## src/rtl/roundtrip_mon_pkg.sv

```systemverilog
// Shared types, flit constants and flit builders for the roundtrip-time monitor.
package roundtrip_mon_pkg;

  localparam logic [1:0] PREAMBLE_HEAD  = 2'b10;
  localparam logic [1:0] PREAMBLE_TAIL  = 2'b01;
  localparam logic [4:0] MSG_MON_REPORT = 5'b10010;

  typedef enum logic [1:0] {
    IDLE,
    HEAD,
    TAIL
  } pkt_state_t;

  typedef struct packed {
    logic [1:0] preamble;
    logic [7:0] src_tile;
    logic [7:0] dst_tile;
    logic [4:0] msg_type;
    logic [2:0] reserved;
    logic [7:0] reg_idx;
  } mon_hdr_t;

  function automatic logic [33:0] make_header(input logic [7:0] src_tile,
                                              input logic [7:0] dst_tile,
                                              input logic [7:0] reg_idx);
    mon_hdr_t hdr;
    hdr.preamble = PREAMBLE_HEAD;
    hdr.src_tile = src_tile;
    hdr.dst_tile = dst_tile;
    hdr.msg_type = MSG_MON_REPORT;
    hdr.reserved = '0;
    hdr.reg_idx  = reg_idx;
    return hdr;
  endfunction

  function automatic logic [33:0] make_payload(input logic [31:0] body);
    return {PREAMBLE_TAIL, body};
  endfunction

endpackage

```

## src/rtl/roundtrip_report_packetizer.sv

```systemverilog
// Packs each averaged roundtrip time into a head+tail NoC message for the local APB send FIFO.
// Define ROUNDTRIP_PKT_SEQNUM_EN to carry an 8-bit sequence number in payload bits [31:24].
module roundtrip_report_packetizer
  import roundtrip_mon_pkg::*;
#(
  parameter int unsigned DATA_WIDTH   = 16,
  parameter int unsigned FLIT_WIDTH   = 34,
  parameter logic [7:0]  THIS_TILE_ID = 8'd0,
  parameter logic [7:0]  CSR_TILE_ID  = 8'd0,
  parameter logic [7:0]  CSR_REG_IDX  = 8'd0
) (
  input  logic                  clk_i,
  input  logic                  rstn_i,
  input  logic [DATA_WIDTH-1:0] average_data_i,
  input  logic                  average_valid_i,
  output logic                  average_ready_o,
  output logic [FLIT_WIDTH-1:0] local_apb_snd_data_o,
  output logic                  local_apb_snd_wrreq_o,
  input  logic                  local_apb_snd_full_i
);

`ifdef ROUNDTRIP_PKT_SEQNUM_EN
  localparam int unsigned BODY_W = 24;
`else
  localparam int unsigned BODY_W = 32;
`endif

  if (DATA_WIDTH > BODY_W) begin : g_width_check
    $error("DATA_WIDTH exceeds the payload data field");
  end

  localparam logic [33:0] HDR_FLIT = make_header(THIS_TILE_ID, CSR_TILE_ID, CSR_REG_IDX);

  pkt_state_t            state;
  logic [DATA_WIDTH-1:0] sample;
  logic [BODY_W-1:0]     data_ext;
  logic [33:0]           flit;
  logic                  tail_wr;

  always_ff @(posedge clk_i or negedge rstn_i) begin
    if (!rstn_i) begin
      state  <= IDLE;
      sample <= '0;
    end else begin
      case (state)
        IDLE: begin
          if (average_valid_i) begin
            sample <= average_data_i;
            state  <= HEAD;
          end
        end
        HEAD: begin
          if (!local_apb_snd_full_i) state <= TAIL;
        end
        TAIL: begin
          // The tail write cycle also accepts the next sample, giving 1 sample per 2 cycles.
          if (!local_apb_snd_full_i) begin
            if (average_valid_i) begin
              sample <= average_data_i;
              state  <= HEAD;
            end else begin
              state <= IDLE;
            end
          end
        end
        default: state <= IDLE;
      endcase
    end
  end

  assign tail_wr = (state == TAIL) && !local_apb_snd_full_i;

`ifdef ROUNDTRIP_PKT_SEQNUM_EN
  logic [7:0] seq;

  always_ff @(posedge clk_i or negedge rstn_i) begin
    if (!rstn_i) begin
      seq <= '0;
    end else if (tail_wr) begin
      seq <= seq + 8'd1;
    end
  end
`endif

  always_comb begin
    data_ext                 = '0;
    data_ext[DATA_WIDTH-1:0] = sample;
  end

  always_comb begin
    flit                  = '0;
    local_apb_snd_wrreq_o = 1'b0;
    average_ready_o       = 1'b0;
    case (state)
      IDLE: average_ready_o = 1'b1;
      HEAD: begin
        local_apb_snd_wrreq_o = !local_apb_snd_full_i;
        if (!local_apb_snd_full_i) flit = HDR_FLIT;
      end
      TAIL: begin
        local_apb_snd_wrreq_o = tail_wr;
        average_ready_o       = tail_wr;
`ifdef ROUNDTRIP_PKT_SEQNUM_EN
        if (tail_wr) flit = make_payload({seq, data_ext});
`else
        if (tail_wr) flit = make_payload(data_ext);
`endif
      end
      default: ;
    endcase
  end

  assign local_apb_snd_data_o = FLIT_WIDTH'(flit);

endmodule

```

## config.mk

```make
export PLATFORM = sky130hd
export DESIGN_NAME = roundtrip_report_packetizer
export DESIGN_NICKNAME = d
export VERILOG_FILES = /design/src/rtl/roundtrip_mon_pkg.sv /design/src/rtl/roundtrip_report_packetizer.sv
export SDC_FILE = /design/constraint.sdc
export NUM_CORES = 1
export LEC_CHECK = 0
export BUFFER_PORTS_ARGS = -buffer_cell sky130_fd_sc_hd__buf_2
export CORE_MARGIN = 4
export CORE_UTILIZATION = 45
export CTS_CLUSTER_SIZE = 8
export DETAILED_ROUTE_END_ITERATION = 8
export GPL_TIMING_DRIVEN = 0
export PLACE_DENSITY = 0.79
export RECOVER_POWER = 100
export SLEW_MARGIN = 20
export SYNTH_ARGS = -nofsm -noshare
export SYNTH_HDL_FRONTEND = slang
export SYNTH_SLANG_ARGS = --single-unit
```

## constraint.sdc

```tcl
create_clock -name clk_i -period 2.4 [get_ports clk_i]
set_input_delay 0 -clock clk_i [delete_from_list [all_inputs] [get_ports clk_i]]
set_output_delay 0 -clock clk_i [all_outputs]
set_load 0.01 [all_outputs]
```

==> parameters.txt, run 1 <==
Parameter                              Value

Clock tree
  Number of setup buffers added after CTS    0
  CTS tree    built
  Number of buffers added to fix hold violations after cts    17
  Number of buffers inserted during clock tree synthesis    3
  Bufs on Longest Clock Path    2
  Clock-pin transition on the worst setup and hold timing paths    110 ps
  Clk_lat worst skew    290 ps
  CTS sink cnt    18
  Post-CTS resize count    0
  Maximum level of the CTS H-tree    1
  Root Driver    sky130_fd_sc_hd__clkbuf_4

Layout
  Commonest non-fill, non-tap cell in the layout    sky130_fd_sc_hd__clkbuf_1
  Post-layout nets    195
  Fraction of layout cells with a size suffix above 1    0.308
  Number of antenna cells inserted    0
  Most used cells in the layout excluding fill and tap cells    sky130_fd_sc_hd__clkbuf_1, sky130_fd_sc_hd__buf_2, sky130_fd_sc_hd__dfrtp_1
  Count of non-filler cells in the finished layout    197
  Synth-to-Final Area Change    37.9%
  Cell area after layout    1520 sq um

Setup path
  Arrival time of data at the critical path endpoint    2250 ps
  WS Path Type    register to register
  Highest fanout seen on the critical path    10
  Data required, critical path    2580 ps
  Type of element launching the critical path    register
  Worst setup EP type    register

Logic synthesis
  Synth Warn #    0
  Part of the Yosys area used for sequential elements    0.408
  Count of unique library cells instantiated by Yosys    21
  Post-synthesis register bit count    18
  Synthesized instance count    94
  Synth Area per Inst    11.8 sq um
  Synth Cell Area    1100 sq um

Floorplanning
  Overall die area    3310 sq um
  Number of placement rows    17
  Top-level port count    56
  Area of the core    2280 sq um
  Initial cell density of the core    0.485
  Die W    57.6 um
  Die span in y    57.6 um

Global route
  Residual overflow from global routing    0
  Wire length of the first global-routing pass    4060 um
  Global-route usage over all layers    0.156
  Vias in the first global route    867
  Number of antenna violations at the first check in global routing    0
  Pin count of the biggest net entering global routing    19

Routing
  Number of nets with antenna violations after detailed routing    0
  Routed length per instance    12.8 um
  Starting DRT DRC Count    8
  WL final    2530 um
  Avg Vias per Cell    4.57
  Router iterations before antenna repair    4
  Via count of the routed design    901
  DRC viols    0

Flow run
  Max-Cap Viols    0

Run status
  Result of the run    completed

Timing
  RSZ-0062 raised after global routing    false
  Relative slew slack    0.344
  Fin. max-slew vios    0
  Hold Fails Final Rpt    0
  Setup skew after layout    1.33 ps
  Highest Clock Rate    483 MHz
  Measured slew at the worst slew-check pin    983 ps
  Setup tns final    0 ps
  Setup Viol. Count Final    0
  Final period util    0.863
  Minimum period implied by the final worst setup slack    2070 ps

Placed design
  HPWL after detailed placement    1850 um
  # placed instances    176
  Instance area at placement    1390 sq um
  IO Port Bufs    39
  RD Place Congestion    0.727

Min path
  Worst hold path class    input pin to register

Power and ir drop
  Leakage    0.805 nW
  PwrDens    920 nW/um^2
  Maximum resistive drop on vdd    665 uV
## power by group
group          switching (mW)  internal (mW)  leakage (nW)
registers              0.0808          0.459         0.213
clock network          0.0961         0.0923        0.0210
logic                   0.339          0.334         0.571
total                   0.516          0.886         0.805
## metal layers
| layer | vias to the layer above | wire (um) | global-route usage |
|---|---|---|---|
| met4 | 0 | 0 | 0.0298 |
| met2 | 26 | 1380 | 0.290 |
| li1 | 432 | - | - |
| met3 | 0 | 181 | 0.0498 |
| met1 | 443 | 970 | 0.173 |
| met5 | - | 0 | 0 |
## through the flow
step | hold slack, ps | util | total power [mW] | worst slack, ps
5_1_grt | 130 | 0.670 | 1.52 | 214
3_3_place_gp | -61.5 | 0.611 | 1.30 | 557
6_report | 135 | 0.670 | 1.40 | 329
2_1_floorplan | -296 | - | 1.13 | 666
4_1_cts | 145 | 0.702 | 1.55 | 404
3_5_place_dp | -46.5 | 0.611 | 1.33 | 507
## sequential cells by signal, indices dropped and copies added (netlist names)
signal / flops
sample: 16
state: 2
## path summary, 6_finish.rpt
kind	slack, ps	start	to	cells after the start
setup / recovery	330	state[0]	sample[15]	6
hold / removal	130	average_valid_i	sample[14]	3
setup reg to reg	330	state[0]	sample[15]	6
hold reg to reg	490	sample[13]	sample[13]	1
max in group asynchronous	1410	rstn_i	sample[0]	2
min in group asynchronous	400	rstn_i	sample[8]	2
## Yosys cell counts (all sizes together)
cell type,count,share of area
clkbuf,2,0.0068
o21ai,3,0.024
o21a,1,0.0068
or2,1,0.0057
conb,1,0.0034
and2b,2,0.016
buf,17,0.13
nor2,4,0.014
ha,5,0.057
and2,1,0.0057
and3,14,0.079
nand2b,1,0.0057
dfrtp,18,0.41
nor2b,1,0.0057
inv,3,0.010
a21oi,2,0.0091
mux2,18,0.22
## worst max-delay path, stage by stage (launching register included)
cell	delay [ps]
sky130_fd_sc_hd__dfrtp_1	420
sky130_fd_sc_hd__inv_1	90
sky130_fd_sc_hd__ha_1	270
sky130_fd_sc_hd__and2b_4	230
sky130_fd_sc_hd__o21ai_4	260
sky130_fd_sc_hd__clkbuf_2	320
sky130_fd_sc_hd__mux2_1	360
## cells by family (layout without fill, tap and decap cells)
family	Yosys count	count (layout)	share of synthesized area
mux	18	18	0.217
compound gates	6	6	0.0396
fa+ha+maj	5	5	0.0566
flops	18	18	0.408
buf+inv	22	82	0.144
simple gates	24	24	0.131
other cells	1	16	0.00339
## final cells by class
class	count	area [sq um]
plain buffers	19	133
clock buffers	4	36.3
fillers	196	752
inverters	3	11.3
multi-input cells	69	518
flip-flops and latches	18	450
well taps	28	35.0
repair buffers	56	340
Note: power is estimated with default switching activity, not from simulation.
==> inputs of run 2 (changes only) <==
--- a/config.mk
+++ b/config.mk
@@ -6,7 +6,6 @@
 export NUM_CORES = 1
 export LEC_CHECK = 0
 export BUFFER_PORTS_ARGS = -buffer_cell sky130_fd_sc_hd__buf_2
-export CORE_MARGIN = 4
 export CORE_UTILIZATION = 45
 export CTS_CLUSTER_SIZE = 8
 export DETAILED_ROUTE_END_ITERATION = 8
==> parameters.txt, run 2 (synthesized netlist as in run 1, its figures left out) <==
Parameter                              Value

Setup path
  Worst reg2reg startpoint    state[0]
  Arrival time of data at the critical path endpoint    2260 ps (about the same)
  Highest fanout seen on the critical path    10 (unchanged)
  Type of element launching the critical path    register
  End of the worst register-to-register path    sample[13]
  Worst setup EP type    register
  Slowest library cell on the worst path    sky130_fd_sc_hd__dfrtp_1
  Slack of the worst reg-to-reg path    320 ps (about the same)
  Max stage delay on crit path    430 ps (about the same)
  Data required, critical path    2580 ps (about the same)
  WS Path Type    register to register
  Crit path cell chain    inv_1, ha_1, and2b_4, o21ai_4, clkbuf_2, mux2_1
  Gate family responsible for the most delay along the worst path    flip-flops
  Worst Path Buf+Inv    2 (unchanged)
  Logic depth of the worst register-to-register path    6 (unchanged)

Placed design
  RD Place Congestion    0.762 (+4.8%)
  # placed instances    176 (unchanged)
  Worst slack at placement    508 ps (+1.50 ps)
  IO Port Bufs    39 (unchanged)
  HPWL after detailed placement    1620 um (-13%)
  Instance area at placement    1390 sq um (unchanged)

Layout
  Count of fill cells added during filler insertion    200 (+2.0%)
  Synth-to-Final Area Change    36.7%
  Area of the multi-input gates    518 sq um (unchanged)
  Number of antenna cells inserted    0 (unchanged)
  Post-layout nets    195 (unchanged)
  Fraction of layout cells with a size suffix above 1    0.304 (-0.00412)
  Cell area after layout    1510 sq um (-0.90%)
  Footprint of the flip-flops and latches    450 sq um (unchanged)
  Largest register FFs    16 (unchanged)
  Count of non-filler cells in the finished layout    196 (-0.51%)
  Largest registers ranked by flip-flop count    sample x16, state x2
  Most used cells in the layout excluding fill and tap cells    sky130_fd_sc_hd__clkbuf_1, sky130_fd_sc_hd__buf_2, sky130_fd_sc_hd__dfrtp_1
  Commonest non-fill, non-tap cell in the layout    sky130_fd_sc_hd__clkbuf_1
  Register bank with the most flops    sample

Routing
  Routed length per instance    12.1 um (-5.7%)
  Via count of the routed design    881 (-2.2%)
  WL final    2370 um (-6.2%)
  Router iterations before antenna repair    4 (unchanged)
  DRC viols    0 (unchanged)
  Number of nets with antenna violations after detailed routing    0 (unchanged)
  Starting DRT DRC Count    6 (-2)
  Avg Vias per Cell    4.49 (-1.7%)

Global route
  Global-route usage over all layers    0.195 (+0.0387)
  Pin count of the biggest net entering global routing    19 (unchanged)
  Vias in the first global route    856 (-1.3%)
  Number of antenna violations at the first check in global routing    0 (unchanged)
  Residual overflow from global routing    0 (unchanged)
  Wire length of the first global-routing pass    3750 um (-7.7%)

Timing
  RSZ-0062 raised after global routing    false
  Hold Fails Final Rpt    0 (unchanged)
  Minimum period implied by the final worst setup slack    2080 ps (+7.90 ps)
  Measured slew at the worst slew-check pin    957 ps (-26.7 ps)
  Relative slew slack    0.362 (+0.0178)
  Setup slack of the critical path after layout    321 ps (-7.90 ps)
  Highest Clock Rate    481 MHz (-0.38%)
  Setup tns final    0 ps (unchanged)
  Setup Viol. Count Final    0 (unchanged)
  Setup skew after layout    2.42 ps (+1.09 ps)
  Fin. max-slew vios    0 (unchanged)
  Smallest hold slack    141 ps (+6.73 ps)
  Final period util    0.866 (+0.00329)

Power and ir drop
  Int Power    851 uW (-3.9%)
  Fraction of power spent switching nets    0.377 (+0.00919)
  PwrDens    905 nW/um^2 (-1.6%)
  Leakage    0.798 nW (-0.89%)
  Part of the total power dissipated in combinational logic    0.494 (+0.014)
  Portion of total power attributed to the clock network    0.106 (-0.028)
  Maximum resistive drop on vdd    514 uV (-23%)
  Net Switching    516 uW (about the same)
  Proportion of power drawn by flip-flops and latches    0.400 (+0.015)

Clock tree
  CTS sink cnt    18 (unchanged)
  Clk_lat worst skew    290 ps (about the same)
  Clock-pin transition on the worst setup and hold timing paths    90 ps (-20 ps)
  Root Driver    sky130_fd_sc_hd__clkbuf_4
  Maximum level of the CTS H-tree    1 (unchanged)
  Bufs on Longest Clock Path    2 (unchanged)
  Number of buffers inserted during clock tree synthesis    3 (unchanged)
  CTS tree    built
  Number of setup buffers added after CTS    0 (unchanged)

Min path
  Startpoint of the tightest hold check path    average_valid_i
  Hold Path End    sample[2]
  Worst hold path class    input pin to register
  Cells on Worst Hold Path    3 (unchanged)

Floorplanning
  Die W    51.6 um (-10%)
  Die span in y    51.6 um (-10%)
  Top-level port count    56 (unchanged)
  Area of the core    2250 sq um (-0.93%)
  Overall die area    2660 sq um (-20%)
  Initial cell density of the core    0.490 (+0.00458)
  Number of placement rows    17 (unchanged)

Run status
  Result of the run    completed

Flow run
  Max-Cap Viols    0 (unchanged)
[run 2: final cells by class]
type                       count  area share
buffer                        19      0.0878
clock buffer                   3      0.0149
inverter                       3     0.00746
multi-input combinational     69       0.343
sequential                    18       0.298
tap                           28      0.0232
timing repair buffer          56       0.225
[run 2: worst max-delay path by stage]
stage / startpoint / end / slack [ps] / depth (start not counted)
6_report: state[0] / sample[13] / 320 / 6
3_5_place_dp: state[0] / sample[5] / 510 / 6
5_1_grt: state[0] / sample[10] / 180 / 6
3_3_place_gp: state[0] / sample[9] / 540 / 6
2_1_floorplan: state[0] / sample[10] / 670 / 6
4_1_cts: state[0] / local_apb_snd_data_o[7] / 430 / 6
[run 2: what timing repair did]
item / 4_1_cts / 5_1_grt
resized for setup: 0 / 0
endpoints found under the hold margin: 34 / 0
hold buffers: 17 / 0
[run 2: metrics by stage]
stage / power [mW] / util
4_1_cts: 1.50 / 0.703
3_3_place_gp: 1.30 / 0.617
6_report: 1.37 / 0.670
2_1_floorplan: 1.13 / -
5_1_grt: 1.48 / 0.670
3_5_place_dp: 1.33 / 0.617
[run 2: per-layer routing]
metal	wire, um	global-route usage	up-vias
li1	-	-	435
met1	954	0.205	409
met2	1240	0.357	31
met3	134	0.0673	6
met4	46	0.0676	0
met5	0	0	-
[run 2: power groups by stage]
| stage | clock [mW] | sequential [mW] | combinational [mW] |
|---|---|---|---|
| global placement | 0 | 0.543 | 0.756 |
| global route | 0.163 | 0.566 | 0.749 |
| CTS | 0.149 | 0.547 | 0.804 |
| detailed placement | 0 | 0.550 | 0.780 |
| floorplan | 0 | 0.522 | 0.613 |
| finish | 0.144 | 0.548 | 0.676 |
[run 2: worst reg2reg max path, stage by stage, from the launching register on]
cell                       delay (ps)
sky130_fd_sc_hd__dfrtp_1          430
sky130_fd_sc_hd__inv_1             90
sky130_fd_sc_hd__ha_1             270
sky130_fd_sc_hd__and2b_4          230
sky130_fd_sc_hd__o21ai_4          260
sky130_fd_sc_hd__clkbuf_2         330
sky130_fd_sc_hd__mux2_1           360
